===== config.mk =====
export PLATFORM = sky130hd
export DESIGN_NAME = mux_tree_pipe_flat
export DESIGN_NICKNAME = d
export VERILOG_FILES = /design/src/rtl/mux_tree_pipe_if.sv /design/src/rtl/mux_tree_pipe.sv /design/src/flat_wrapper.sv
export SDC_FILE = /design/constraint.sdc
export NUM_CORES = 1
export LEC_CHECK = 0
export ABC_CLOCK_PERIOD_IN_PS = 900
export BUFFER_PORTS_ARGS = -buffer_cell sky130_fd_sc_hd__buf_2
export CORE_UTILIZATION = 30
export CTS_CLUSTER_DIAMETER = 100
export DETAILED_ROUTE_END_ITERATION = 10
export PLACE_DENSITY_LB_ADDON = 0.3
export RECOVER_POWER = 25
export SLEW_MARGIN = 20
export SYNTH_ARGS = -nofsm -noshare
export SYNTH_HDL_FRONTEND = slang
export SYNTH_SLANG_ARGS = --single-unit

===== constraint.sdc =====
create_clock -name clk -period 0.9 [get_ports clk]
set_input_delay 0.09 -clock clk [delete_from_list [all_inputs] [get_ports clk]]
set_output_delay 0.09 -clock clk [all_outputs]
set_load 0.005 [all_outputs]

===== src/rtl/mux_tree_pipe_if.sv =====
// Handshake/data bundle for mux_tree_pipe: N channels of W bits in, one W-bit channel out.
// sel_err is present only when SEL_RANGE_CHECK_EN is defined.
interface mux_tree_pipe_if #(
    parameter int N  = 12,
    parameter int W  = 1,
    parameter int SW = $clog2(N)
);
    logic [N*W-1:0] in_data;
    logic [SW-1:0]  in_sel;
    logic           in_valid;
    logic           in_ready;
    logic [W-1:0]   out_data;
    logic           out_valid;
    logic           out_ready;
`ifdef SEL_RANGE_CHECK_EN
    logic           sel_err;

    modport master (output in_data, in_sel, in_valid, out_ready,
                    input  in_ready, out_data, out_valid, sel_err);
    modport slave  (input  in_data, in_sel, in_valid, out_ready,
                    output in_ready, out_data, out_valid, sel_err);
`else
    modport master (output in_data, in_sel, in_valid, out_ready,
                    input  in_ready, out_data, out_valid);
    modport slave  (input  in_data, in_sel, in_valid, out_ready,
                    output in_ready, out_data, out_valid);
`endif
endinterface


===== src/rtl/mux_tree_pipe.sv =====
// mux_tree_pipe: N:1 W-bit selector built as a registered binary tree of 2:1 stages with valid/ready.
// Define SEL_RANGE_CHECK_EN to add a pipelined out-of-range select flag (sel_err).
module mux_tree_pipe #(
    parameter int N  = 12,
    parameter int W  = 1,
    parameter int SW = $clog2(N)
) (
    input  logic           clk,
    input  logic           rst_n,
    mux_tree_pipe_if.slave bus
);
    localparam int L = SW;
    localparam int P = 1 << L;

    logic stall_s;

    for (genvar k = 0; k <= L; k++) begin : g_lvl
        localparam int CH = P >> k;

        logic [CH*W-1:0] data_s;
        logic            valid_s;
`ifdef SEL_RANGE_CHECK_EN
        logic            err_s;
`endif

        // Select bits not yet consumed travel with the request; the last level needs none.
        if (k < L) begin : g_sel
            logic [L-k-1:0] sel_s;
            if (k == 0) begin : g_src
                assign sel_s = bus.in_sel;
            end else begin : g_reg
                logic [L-k-1:0] sel_d;
                logic [L-k-1:0] sel_q;

                // Next select state: drop the bit used at this level, or hold on stall.
                always_comb begin
                    sel_d = sel_q;
                    if (stall_s) begin
                        sel_d = sel_q;
                    end else begin
                        sel_d = g_lvl[k-1].g_sel.sel_s[L-k:1];
                    end
                end

                // Select-bit stage register.
                always_ff @(posedge clk) begin
                    if (!rst_n) begin
                        sel_q <= {(L-k){1'b0}};
                    end else begin
                        sel_q <= sel_d;
                    end
                end

                assign sel_s = sel_q;
            end
        end

        if (k == 0) begin : g_in
            // Zero-padding to 2^L channels makes out-of-range selects return 0.
            assign data_s  = (CH*W)'(bus.in_data);
            assign valid_s = bus.in_valid;
`ifdef SEL_RANGE_CHECK_EN
            assign err_s   = (32'(bus.in_sel) >= 32'(N));
`endif
        end else begin : g_stage
            logic [CH*W-1:0] data_d;
            logic [CH*W-1:0] data_q;
            logic            valid_d;
            logic            valid_q;
            logic            sel_bit_s;
`ifdef SEL_RANGE_CHECK_EN
            logic            err_d;
            logic            err_q;
`endif

            assign sel_bit_s = g_lvl[k-1].g_sel.sel_s[0];

            // Pairwise 2:1 reduction of the previous level; whole pipe freezes on stall.
            always_comb begin
                data_d  = data_q;
                valid_d = valid_q;
`ifdef SEL_RANGE_CHECK_EN
                err_d   = err_q;
`endif
                if (stall_s) begin
                    data_d  = data_q;
                    valid_d = valid_q;
                end else begin
                    for (int j = 0; j < CH; j++) begin
                        if (sel_bit_s) begin
                            data_d[j*W +: W] = g_lvl[k-1].data_s[(2*j+1)*W +: W];
                        end else begin
                            data_d[j*W +: W] = g_lvl[k-1].data_s[(2*j)*W +: W];
                        end
                    end
                    valid_d = g_lvl[k-1].valid_s;
`ifdef SEL_RANGE_CHECK_EN
                    err_d   = g_lvl[k-1].err_s;
`endif
                end
            end

            // Data/valid stage register.
            always_ff @(posedge clk) begin
                if (!rst_n) begin
                    data_q  <= {(CH*W){1'b0}};
                    valid_q <= 1'b0;
`ifdef SEL_RANGE_CHECK_EN
                    err_q   <= 1'b0;
`endif
                end else begin
                    data_q  <= data_d;
                    valid_q <= valid_d;
`ifdef SEL_RANGE_CHECK_EN
                    err_q   <= err_d;
`endif
                end
            end

            assign data_s  = data_q;
            assign valid_s = valid_q;
`ifdef SEL_RANGE_CHECK_EN
            assign err_s   = err_q;
`endif
        end
    end

    assign stall_s       = g_lvl[L].valid_s && !bus.out_ready;
    assign bus.in_ready  = !stall_s;
    assign bus.out_data  = g_lvl[L].data_s;
    assign bus.out_valid = g_lvl[L].valid_s;
`ifdef SEL_RANGE_CHECK_EN
    assign bus.sel_err   = g_lvl[L].err_s && g_lvl[L].valid_s;
`endif

endmodule


===== src/flat_wrapper.sv =====
// flat-port wrapper written by rule: the top's interface ports become plain ports
module mux_tree_pipe_flat 
#(
    parameter int N  = 12,
    parameter int W  = 1,
    parameter int SW = $clog2(N)
)
  (clk, rst_n, bus_in_data, bus_in_sel, bus_in_valid, bus_out_ready, bus_in_ready, bus_out_data, bus_out_valid);
  mux_tree_pipe_if #(.N(N), .W(W), .SW(SW)) bus_i ();
  input  logic clk;
  input  logic rst_n;
  input wire logic [$bits(bus_i.in_data)-1:0] bus_in_data;
  input wire logic [$bits(bus_i.in_sel)-1:0] bus_in_sel;
  input wire logic [$bits(bus_i.in_valid)-1:0] bus_in_valid;
  input wire logic [$bits(bus_i.out_ready)-1:0] bus_out_ready;
  output wire logic [$bits(bus_i.in_ready)-1:0] bus_in_ready;
  output wire logic [$bits(bus_i.out_data)-1:0] bus_out_data;
  output wire logic [$bits(bus_i.out_valid)-1:0] bus_out_valid;
  assign bus_i.in_data = bus_in_data;
  assign bus_i.in_sel = bus_in_sel;
  assign bus_i.in_valid = bus_in_valid;
  assign bus_i.out_ready = bus_out_ready;
  assign bus_in_ready = bus_i.in_ready;
  assign bus_out_data = bus_i.out_data;
  assign bus_out_valid = bus_i.out_valid;
  mux_tree_pipe #(.N(N), .W(W), .SW(SW)) u_core (.clk(clk), .rst_n(rst_n), .bus(bus_i));
endmodule

==> run metrics <==
status=complete, but fails checks; violated checks=DRC, setup timing; Rel. slew slack=80.1%; final hold slack=18.4 ps; GR Util All Layers=12.1%; setup ws final=-288 ps; post-synthesis cell area=942 um^2; CP max FO=7; Die ar.=3370 um^2; htree depth=1; Filler Cells Inserted=277; max_cap viols=0; startpoint types=flop; n_diodes=0; Vias=762; R2R Setup Slk=-290 ps; pin count of the biggest net entering global routing=23; chip width=58.0 um; Via density=4.56; hpwl dp=1210 um; ratio of cells with drive above 1 in the final layout=49.6%; max-slew violations=0; Static Leak=0.551 nW; core box area=2880 um^2; top cells by area, synth=dfxtp_1 (47%), mux2i_1 (12%), o21ai_2 (8.4%); most common cell in the synthesized netlist=dfxtp_1; largest stage delay on the critical path=350 ps; Synth area leader=dfxtp_1; R2R cell count=6; initial antenna violation count=0; vias in the first global route=731; final worst-path cycle share=132%; routability cong.=0.686; Initial Util=32.8%; Root Buffer=clkbuf_4; worst-path cell chain=nor2b_4, inv_4, buf_4, bufbuf_16, nand2_2, a21boi_2; row count=19; Worst-path clk slew=110 ps; Crit Path Class=reg2reg; Top Ports=23; top cells by count, synth=dfxtp_1 (22), nand2_1 (19), a21oi_1 (11), mux2i_1 (11), o21ai_2 (9); Setup Viol. Count Final=23; design area=1320 um^2; Setup crit end kind=flop; part of the Yosys area used for sequential elements=46.7%; CTS sink cnt=22; cts bufs inserted=3; maximum operating frequency=842 MHz; number of synthesized register bits=22; Nets=146; ys async rst share=0%; Final Hold Vio Count=0; Most used DFF post-synth=dfxtp_1; 1st-iter DRT viols=11; min Tclk post-route=1190 ps; DRT Pass-1 Iters=7; syn avg cell area=9.92 um^2; Max IR drop VDD=648 uV; Die H=58.0 um; post-route antenna net violation count=0; total negative slack=-4380 ps; TritonCTS clock tree=yes; drt total wl=1870 um; Synth cell types=18; Worst EP required=1100 ps; critical path's slowest cell=dfxtp_2; Port Buf Inserts=22; Synth top area share=46.7%; routed len/inst=11.2 um; Hold Path Class=in2reg; GRT overflow=0; Syn Nets=115; first-pass GRT wire length=3120 um; area growth from synthesis to layout=39.6%; Critical Path AT=1390 ps; Max clock buf depth=2; Remaining DRCs=1; Setup Skew=10.4 ps; number of synthesis warnings=0; Hold Crit Depth=3; synthesized instance count=95; RSZ-0062 raised after global routing=yes; Cell Pwr Density=1550 nW/um^2; EDFF count, synth=0; Worst-Skew Late Latency=300 ps; pre-CTS worst setup slack=-59.3 ps; Slew @ Worst Pin=291 ps; Area after DPL=1130 um^2
==> critical path, delay by kind of cell, from the launching register on <==
family                 cells  cell delay (ps)
buffers and inverters      3              470
AOI/OAI and AO/OA          1               40
DFF                        1              350
and+or+nand+nor            2              230
==> placed cells by master (no fill, tap or decap), drive strengths merged, types with 3 or more instances in the layout <==
cell type / instances
o21ai: 11
a21boi: 10
mux2i: 11
dfxtp: 22
nand2: 19
clkbuf: 3
a21oi: 11
buf: 31
==> sequential cells by signal, summed over array words and instances, names as in the netlist <==
signal                          flops
u_core.g_lvl.data_s                11
u_core.g_lvl.g_sel.g_reg.sel_q      6
u_core.g_lvl.g_stage.valid_q        3
u_core.bus.out_data                 1
u_core.bus.out_valid                1
==> power by group <==
group          switching [W]  internal [W]  leakage, nW
registers          0.0000378       0.00103        0.182
clock network       0.000292      0.000450       0.0279
logic               0.000101      0.000134        0.341
==> cell families (layout without fill, tap and decap cells) <==
logic type | count (synthesis) | in the layout | synth area share [%]
AOI/OAI and AO/OA | 33 | 33 | 25.2
buffers and inverters | 8 | 38 | 6.51
DFF | 22 | 22 | 46.7
muxes | 11 | 11 | 11.7
and+or+nand+nor | 21 | 21 | 9.83
==> worst paths after layout <==
path | to | startpoint
worst max-delay path | u_core.g_lvl[1].g_sel.g_reg.sel_q[0]$_SDFFE_PN0N_ | u_core.bus.out_valid$_SDFFE_PN0N_
worst min-delay path | u_core.g_lvl[1].g_sel.g_reg.sel_q[1]$_SDFFE_PN0N_ | bus_in_sel[2]
worst max register to register | u_core.g_lvl[1].g_sel.g_reg.sel_q[0]$_SDFFE_PN0N_ | u_core.bus.out_valid$_SDFFE_PN0N_
worst min register to register | u_core.g_lvl[3].data_s[1]$_SDFFE_PN0N_ | u_core.g_lvl[3].data_s[1]$_SDFFE_PN0N_
==> through the flow <==
stage / total power (W) / cells / utilization, %
after global routing: 0.00214 / 167 / 45.7
after floorplan: 0.00120 / 95 / -
final: 0.00204 / 167 / 45.7
after CTS: 0.00204 / 164 / 43.4
after detailed placement: 0.00128 / 157 / 39.1
after global placement: 0.00128 / 157 / 39.1
==> cell type report <==
class	count	area [um^2]	area share (%)
clock buffer	3	22.5	1.71
clock inverter	1	30.0	2.28
inverter	1	6.26	0.476
multi-input combinational	65	489	37.2
sequential	22	443	33.7
tap	42	52.6	4.00
timing repair buffer	33	272	20.6
==> metal layers <==
layer / vias up / share of wire (%) / GRT usage [%]
li1: 385 / - / -
met1: 361 / 41 / 13.9
met2: 14 / 55 / 20.7
met3: 2 / 3.1 / 2.23
met4: 0 / 1.4 / 7.14
met5: - / 0 / 0
==> what timing repair did <==
action	CTS	global route
gates resized for setup	6	10
hold buffers	0	1
hold endpoints to repair	0	1
endpoints found under the setup margin	22	24
gates cloned	1	0
setup buffers	2	2
No activity file was read; power rests on OpenSTA's default activity.
